File: src/rtl/debug_run_controller_pkg.sv
// Shared definitions for the UART debug run controller: command bytes,
// FSM state encoding and dump geometry.
// Optional feature macro: DBG_CYCLE_COUNT_EN (appends an enabled-cycle
// counter word to every state dump).
package debug_run_controller_pkg;

    localparam logic [7:0] CMD_RUN  = 8'h63;  // 'c'
    localparam logic [7:0] CMD_STEP = 8'h73;  // 's'
    localparam logic [7:0] CMD_HALT = 8'h68;  // 'h'
    localparam logic [7:0] CMD_DUMP = 8'h64;  // 'd'

    localparam int NREGS = 32;

`ifdef DBG_CYCLE_COUNT_EN
    // PC, 32 GPRs, enabled-cycle counter
    localparam int DUMP_WORDS = NREGS + 2;
`else
    // PC, 32 GPRs
    localparam int DUMP_WORDS = NREGS + 1;
`endif

    typedef enum logic [2:0] {
        ST_IDLE      = 3'd0,
        ST_RUN       = 3'd1,
        ST_STEP      = 3'd2,
        ST_DUMP_LOAD = 3'd3,
        ST_DUMP_SEND = 3'd4,
        ST_DUMP_WAIT = 3'd5
    } state_t;

    function automatic logic is_dump_state(input state_t s);
        return (s == ST_DUMP_LOAD) || (s == ST_DUMP_SEND) || (s == ST_DUMP_WAIT);
    endfunction

endpackage

File: src/rtl/debug_run_controller_serializer.sv
// Dump datapath: word selection/latch, MSB-first byte shifter and the UART
// transmit handshake. Sequencing follows the top FSM state it is given.
//
// Handshake: tx_start is a registered one-cycle strobe raised only while
// tx_busy is low; tx_busy is expected to rise the cycle after the strobe,
// so the first DUMP_WAIT cycle (the strobe cycle) is skipped before
// waiting for tx_busy to fall.
//
// Optional feature macro: DBG_CYCLE_COUNT_EN (adds the cycle_count port).
module debug_run_controller_serializer
    import debug_run_controller_pkg::*;
(
    input  logic        clk,
    input  logic        reset,
    input  state_t      state,
    input  logic [31:0] pc_value,
    input  logic [31:0] reg_data,
`ifdef DBG_CYCLE_COUNT_EN
    input  logic [31:0] cycle_count,
`endif
    input  logic        tx_busy,
    output logic [4:0]  reg_sel,
    output logic [7:0]  tx_data,
    output logic        tx_start,
    output logic        byte_done,
    output logic        byte_last,
    output logic        word_last
);

    logic [5:0]  word_idx;
    logic [1:0]  byte_idx;
    logic [31:0] shift_q;
    logic [31:0] load_word;
    logic [5:0]  sel_full;

    // Word source: 0 is the PC, k is GPR[k-1], optional trailing counter
    always_comb begin
        sel_full  = word_idx - 6'd1;
        reg_sel   = (word_idx == 6'd0) ? 5'd0 : sel_full[4:0];
        load_word = reg_data;
        if (word_idx == 6'd0) begin
            load_word = pc_value;
        end
`ifdef DBG_CYCLE_COUNT_EN
        else if (word_idx == 6'(NREGS + 1)) begin
            load_word = cycle_count;
        end
`endif
    end

    // A byte completes once the strobe cycle is past and the UART is idle
    assign byte_done = (state == ST_DUMP_WAIT) && !tx_start && !tx_busy;
    assign byte_last = (byte_idx == 2'd3);
    assign word_last = (word_idx == 6'(DUMP_WORDS - 1));

    // Latch, transmit and shift bytes; indices restart outside a dump
    always_ff @(posedge clk) begin
        if (reset) begin
            word_idx <= 6'd0;
            byte_idx <= 2'd0;
            shift_q  <= 32'd0;
            tx_data  <= 8'd0;
            tx_start <= 1'b0;
        end else begin
            tx_start <= 1'b0;
            case (state)
                ST_DUMP_LOAD: begin
                    shift_q <= load_word;
                end
                ST_DUMP_SEND: begin
                    if (!tx_busy) begin
                        tx_start <= 1'b1;
                        tx_data  <= shift_q[31:24];
                    end
                end
                ST_DUMP_WAIT: begin
                    if (byte_done) begin
                        shift_q  <= {shift_q[23:0], 8'h00};
                        byte_idx <= byte_idx + 2'd1;
                        if (byte_last) begin
                            word_idx <= word_idx + 6'd1;
                        end
                    end
                end
                default: begin
                    word_idx <= 6'd0;
                    byte_idx <= 2'd0;
                end
            endcase
        end
    end

endmodule

File: src/rtl/debug_run_controller.sv
// UART debug run controller: decodes command bytes into pipeline enable
// gating (run / single step / halt) and streams a PC + GPR state dump
// after every stop. fsm_state exposes the controller state for debug.
// Optional feature macro: DBG_CYCLE_COUNT_EN (enabled-cycle counter
// appended as the final dump word).
module debug_run_controller
    import debug_run_controller_pkg::*;
(
    input  logic        clk,
    input  logic        reset,
    input  logic [7:0]  rx_data,
    input  logic        rx_valid,
    output logic [7:0]  tx_data,
    output logic        tx_start,
    input  logic        tx_busy,
    input  logic        halt_detected,
    input  logic [31:0] pc_value,
    output logic [4:0]  reg_sel,
    input  logic [31:0] reg_data,
    output logic        enable,
    output logic        dumping,
    output logic [2:0]  fsm_state
);

    state_t state;
    state_t state_next;
    logic   byte_done;
    logic   byte_last;
    logic   word_last;

    assign dumping   = is_dump_state(state);
    assign fsm_state = state;

`ifdef DBG_CYCLE_COUNT_EN
    logic [31:0] cycle_count;

    // Count every cycle the pipeline advances; wraps, cleared only by reset
    always_ff @(posedge clk) begin
        if (reset) begin
            cycle_count <= 32'd0;
        end else if (enable) begin
            cycle_count <= cycle_count + 32'd1;
        end
    end
`endif

    // Command decode and dump sequencing; bytes outside IDLE are dropped
    // except HALT while running
    always_comb begin
        state_next = state;
        case (state)
            ST_IDLE: begin
                if (rx_valid) begin
                    if (rx_data == CMD_RUN) begin
                        state_next = ST_RUN;
                    end else if (rx_data == CMD_STEP) begin
                        state_next = ST_STEP;
                    end else if (rx_data == CMD_DUMP) begin
                        state_next = ST_DUMP_LOAD;
                    end
                end
            end
            ST_RUN: begin
                if ((rx_valid && (rx_data == CMD_HALT)) || halt_detected) begin
                    state_next = ST_DUMP_LOAD;
                end
            end
            ST_STEP: begin
                state_next = ST_DUMP_LOAD;
            end
            ST_DUMP_LOAD: begin
                state_next = ST_DUMP_SEND;
            end
            ST_DUMP_SEND: begin
                if (!tx_busy) begin
                    state_next = ST_DUMP_WAIT;
                end
            end
            ST_DUMP_WAIT: begin
                if (byte_done) begin
                    if (!byte_last) begin
                        state_next = ST_DUMP_SEND;
                    end else if (word_last) begin
                        state_next = ST_IDLE;
                    end else begin
                        state_next = ST_DUMP_LOAD;
                    end
                end
            end
            default: begin
                state_next = ST_IDLE;
            end
        endcase
    end

    // State register; enable is registered from the state being entered so
    // it rises the cycle after a command and drops the cycle after a stop
    always_ff @(posedge clk) begin
        if (reset) begin
            state  <= ST_IDLE;
            enable <= 1'b0;
        end else begin
            state  <= state_next;
            enable <= (state_next == ST_RUN) || (state_next == ST_STEP);
        end
    end

    debug_run_controller_serializer u_serializer (
        .clk         (clk),
        .reset       (reset),
        .state       (state),
        .pc_value    (pc_value),
        .reg_data    (reg_data),
`ifdef DBG_CYCLE_COUNT_EN
        .cycle_count (cycle_count),
`endif
        .tx_busy     (tx_busy),
        .reg_sel     (reg_sel),
        .tx_data     (tx_data),
        .tx_start    (tx_start),
        .byte_done   (byte_done),
        .byte_last   (byte_last),
        .word_last   (word_last)
    );

endmodule

File: config.mk
export PLATFORM = sky130hd
export DESIGN_NAME = debug_run_controller
export DESIGN_NICKNAME = d
export VERILOG_FILES = /design/src/rtl/debug_run_controller_pkg.sv /design/src/rtl/debug_run_controller_serializer.sv /design/src/rtl/debug_run_controller.sv
export SDC_FILE = /design/constraint.sdc
export NUM_CORES = 1
export LEC_CHECK = 0
export BUFFER_PORTS_ARGS = -buffer_cell sky130_fd_sc_hd__buf_2
export CAP_MARGIN = 20
export CORE_ASPECT_RATIO = 1.75
export CORE_MARGIN = 3
export CORE_UTILIZATION = 47
export DETAILED_ROUTE_END_ITERATION = 12
export PLACE_DENSITY = 0.73
export SLEW_MARGIN = 10
export SYNTH_ARGS = -nofsm -noshare
export SYNTH_HDL_FRONTEND = slang
export SYNTH_HIERARCHICAL = 1
export SYNTH_SLANG_ARGS = --single-unit
File: constraint.sdc
create_clock -name clk -period 2.78 [get_ports clk]
set_input_delay 0.278 -clock clk [delete_from_list [all_inputs] [get_ports clk]]
set_output_delay 0.278 -clock clk [all_outputs]
set_load 0.01 [all_outputs]
# After elaboration in Yosys (flattened, before gate mapping)
# Cells that the tools add are included.
# word_totals
register_bits,53
input_bits,77
out_inout_bits,19
word_cells,66
# op_classes
n_bitwise,3
n_eq_ne,15
n_mux,20
n_addsub,3
n_reduce_logical,18
# op_table
cell,count
$mux 32,2
$pmux 32 s2,1
$eq 8x7->1 const B,4
$mux 3,8
$pmux 3 s6,1
$mux 6,2
$pmux 6 s2,1
$eq 3x2->1 const B,3
$add 6x1->6 const B,1
$eq 3x1->1 const B,2
$eq 3x3->1 const B,2
$eq 6x6->1 const B,1
$logic_not 6->1,1
$reduce_and 2->1,3
$mux 5,1
$sub 5x1->5 const B,1
$logic_or 1x1->1,4
$mux 2,2
$ne 2x2->1 const B,2
$pmux 2 s2,1
$reduce_or 2->1,2
$logic_and 1x1->1,3
$logic_not 3->1,1
$not 1->1,3
other kinds (6),7

# Longest topological paths before layout
# depth
ltp_word,8
ltp_mapped,10
depth_no_buf,9

# Modules after synthesis
# Netlist, hierarchy kept.
# by_module_without_submodules
mod,instances,area_each_um2,seq_area_each_um2,cells_each
debug_run_controller_serializer,1,2641.3,980.9,307
debug_run_controller,1,324.1,80.1,43

# Worst setup path after synthesis
# Ideal clock, no wire load.
# synth_path
path_kind,register to register
from,register u_serializer.word_idx[0]
to,register enable
required_time_ns,2.710
setup_ns,0.070
period_less_slack_ns,2.034
arrival_time_ns,1.964
n_path_buf,1
path_stages_with_launch,11
path_slack_ns,0.746
path_cell_list,dfxtp_1 > inv_1 > ha_1 > or4b_4 > clkbuf_2 > nor2_1 > nand2b_1 > and4_1 > o21ai_2 > or3b_1 > a21oi_1
# synth_via
elab_chain_cells,7
word_cells_on_any_way,8
classes_between,eq/ne (3); mux (4); reduce/logical (1)
# synth_lines
element,line,text
start: declaration,debug_run_controller_serializer.sv:30,logic [5:0] word_idx;
start signal: assignment,debug_run_controller_serializer.sv:81,word_idx <= word_idx + 6'd1;
$eq 6x6->1 (*),debug_run_controller_serializer.sv:54,assign word_last = (word_idx == 6'(DUMP_WORDS - 1));
named net word_last,debug_run_controller.sv:29,logic word_last;
$mux 2 (*),debug_run_controller.sv:83,end else if (word_last) begin
$mux 3 (*),debug_run_controller.sv:81,if (!byte_last) begin
$mux 3 (*),debug_run_controller.sv:80,if (byte_done) begin
$pmux 3 s6 (*),debug_run_controller.sv:51,case (state)
$eq 3x1->1 / $eq 3x2->1 (equally long branches),debug_run_controller.sv:104,enable <= (state_next == ST_RUN) || (state_next == ST_STEP);
$logic_or 1x1->1 (*),debug_run_controller.sv:104,
end signal: assignment,debug_run_controller.sv:104,
end: declaration,debug_run_controller.sv:20,"output logic enable,"
# Mark *: on every way through the listed nets, which the timed path passes. The rest lies on a longest branch.
# A chain may end at the register's enable or synchronous reset.

# Worst setup path after layout
# layout_path
from,register u_serializer.word_idx[0]
to,output port reg_sel[0]
# layout_via
elab_chain_cells,2
word_cells_on_any_way,3
classes_between,add/sub (1); mux (1); reduce/logical (1)
# layout_lines
element,line,text
$sub 5x1->5 / $logic_not 6->1 (equally long branches),"debug_run_controller_serializer.sv:38, debug_run_controller_serializer.sv:39",
$mux 5 (*),debug_run_controller_serializer.sv:39,reg_sel = (word_idx == 6'd0) ? 5'd0 : sel_full[4:0];
end: declaration,debug_run_controller.sv:18,"output logic [4:0] reg_sel,"
# Every way passes the cells marked *; elsewhere a longest branch is shown, timed or not.

==> metrics <==
number of library cell types mapped by synthesis 52; Worst Hold End u_serializer/shift_q[4]$_SDFFE_PP0P_; Clk Latency, worst-skew pair 0.30 ns; Max clock buf depth 2; PortBufs 95; WP data required 2.50 ns; die area 7340 um2; cell area after synthesis 2970 um2; most frequent cell after synthesis dfxtp_1; final design area excluding fillers 3520 um2; share of the synthesized area in the top cell type 0.358; post-synthesis sequential area ratio 0.358; Hold-fix buffers, CTS 0; Ys Warns 6; pre-CTS setup slack 0.476 ns; DR vias 2876; GRT overflow 0; vias in the first global route 2761; asr flop ratio synth 0; crit share post-route 0.877; Cell Chain, Critical Path inv_1, ha_1, or4b_4, nor2_8, nor2_1, buf_2; number of core rows 37; Hold Crit Class in -> reg; DR pass1 iterations 4; Layout area overhead 18.6%; critical-path maximum fanout 50; Peak supply drop 313 uV; Starting Density 0.493; Starting DRT DRC Count 158; antenna violations before repair 0; gate count of the mapped netlist 350; Hold Path Stages 3; Routed WL per cell 13.9 um; Fmax achieved 410 MHz; PostCTS Resize Cnt 0; reg2reg path depth 9; CTS sink cnt 53; Final Hold Fails 0; ant diodes 0; fin. max-slew vios 0; number of synthesized flops with an enable pin 0; Critical R2R Launch u_serializer/word_idx[0]$_SDFFE_PP0P_; global-route wire length before repair 12.1 mm; Pwr Total 0.00128 W; Slowest-stage cell, CP or4b_4; synthesized area per cell 8.47 um2; Primary FF master, synth dfxtp_1; leak pwr 1.52 nW; slowest stage delay, CP 0.69 ns; final setup vio count 0; post-route DRC violation count 0; fin crit period 2.44 ns; Max Cap Viol 0; crit path DAT 2.16 ns; CP Class reg -> out; setup bufs post-CTS 0; pwr/cell area 364 nW/um2; FF+latch count, synth 53; share of cells above drive strength 1 0.268; worst min-delay path startpoint reg_data[4]; TritonCTS Buffers 5; largest net degree at the start of global routing 51; Setup crit end kind output pin; nets@finish 509; Commonest cells post-synth 53 x dfxtp_1, 29 x o21ai_0, 27 x inv_1, 26 x nand2b_1, 25 x nand2_1; FF-to-FF End enable$_SDFF_PP0_; Startpoint Class flop; Worst-path clk slew 0.09 ns; status complete, no violations; die height 111 um; CTS tree done; setup tns final 0 ns; final WL 7.06 mm; H-tree levels 2; fillers 601; Reg2Reg Setup Slack 0.44 ns; Syn Nets 431; DP HPWL 5.17 mm; Worst-Margin Slew 0.805 ns; die width 66.0 um; Clock Skews 0.00604 ns; GP Congestion 0.805; Post-DP Area 3440 um2; Global Route Usage Sum 0.201; CTS Root Cell clkbuf_8; area leader, netlist dfxtp_1; RSZ-0062 raised after global routing no; Slew headroom 0.456; final worst slack 0.343 ns; remaining antenna violation count after routing 0; via/cell ratio 5.67; largest cells by area after synthesis dfxtp_1 36%, a32o_1 8.1%, o311ai_0 6.2%; Placeable Area 6020 um2; Ports 96
==> worst max path at each step <==
stage                                          startpoint           endpoint  slack, ns  cells past startpoint
detailed placement  u_serializer/word_idx[0]$_SDFFE_PP0P_  enable$_SDFF_PP0_       0.48                      9
finish              u_serializer/word_idx[0]$_SDFFE_PP0P_         reg_sel[0]       0.34                      6
CTS                 u_serializer/word_idx[0]$_SDFFE_PP0P_         reg_sel[0]       0.34                      6
floorplan           u_serializer/word_idx[0]$_SDFFE_PP0P_  enable$_SDFF_PP0_       0.75                     10
global route        u_serializer/word_idx[0]$_SDFFE_PP0P_         reg_sel[0]       0.19                      6
global placement    u_serializer/word_idx[0]$_SDFFE_PP0P_  enable$_SDFF_PP0_       0.56                      9
==> area by class of cell <==
type                       count  area, um2  area share
clock inverter                 2       10.0     0.00284
inverter                      27        101      0.0288
multi-input combinational    241       1650       0.469
sequential                    53       1060       0.302
tap                           78       97.6      0.0277
timing repair buffer         100        526       0.149
clock buffer                   6       72.6      0.0206
==> power breakdown <==
group / total, W / switching, W / internal (W)
Clock: 0.000412 / 0.000237 / 0.000175
Combinational: 0.000106 / 0.0000467 / 0.0000593
Sequential: 0.000762 / 0.00000287 / 0.000760
==> kinds of logic (layout without fill, tap and decap cells) <==
| kind of cell | after synthesis | after routing | synth area share |
|---|---|---|---|
| adder cells (fa/ha/maj) | 4 | 4 | 0.0169 |
| buffers and inverters | 56 | 135 | 0.0869 |
| AND/OR/NAND/NOR | 110 | 110 | 0.209 |
| AO/OA/AOI/OAI | 114 | 114 | 0.286 |
| multiplexers | 10 | 10 | 0.0342 |
| flip-flops | 53 | 53 | 0.358 |
| XOR/XNOR | 3 | 3 | 0.00886 |
==> placed cells by master (no fill, tap or decap), types with 3 or more instances in the layout <==
master and n:
a21oi_1 15, a32o_1 24, and3b_1 4, buf_2 95
buf_4 4, clkbuf_8 5, dfxtp_1 53, ha_1 4
inv_1 27, mux2i_1 9, nand2_1 25, nand2b_1 26
nand3_1 6, nor2_1 16, nor2b_1 6, nor3_1 9
o21ai_0 29, o2bb2ai_1 8, o311ai_0 21, o311ai_1 3
==> per-layer routing <==
layer,global-route usage,vias up,part of all wire
li1,-,1445,-
met1,0.233,1327,0.41
met2,0.365,94,0.52
met3,0.0335,10,0.057
met4,0.0638,0,0.019
met5,0,-,0
==> stage by stage <==
stage,hold slack [ns],std cells,util
after CTS,0.230,507,0.585
after global placement,0.440,499,0.571
final,0.234,507,0.585
after floorplan,0.350,350,-
after global routing,0.265,507,0.585
after detailed placement,0.438,499,0.571
==> state kept, by name, indices dropped and copies added (netlist names) <==
| register | cells |
|---|---|
| u_serializer/tx_start | 1 |
| u_serializer/tx_data | 8 |
| fsm_state | 3 |
| enable | 1 |
| u_serializer/shift_q | 32 |
| u_serializer/word_idx | 6 |
| u_serializer/byte_idx | 2 |
==> worst max-delay path, delay by kind of cell (launching register included) <==
family | cells | cell delay, ns
AND/OR/NAND/NOR | 3 | 1.10
flip-flops | 1 | 0.36
buffers and inverters | 2 | 0.26
adder cells (fa/ha/maj) | 1 | 0.14
Note: power is estimated with default switching activity, not from simulation.
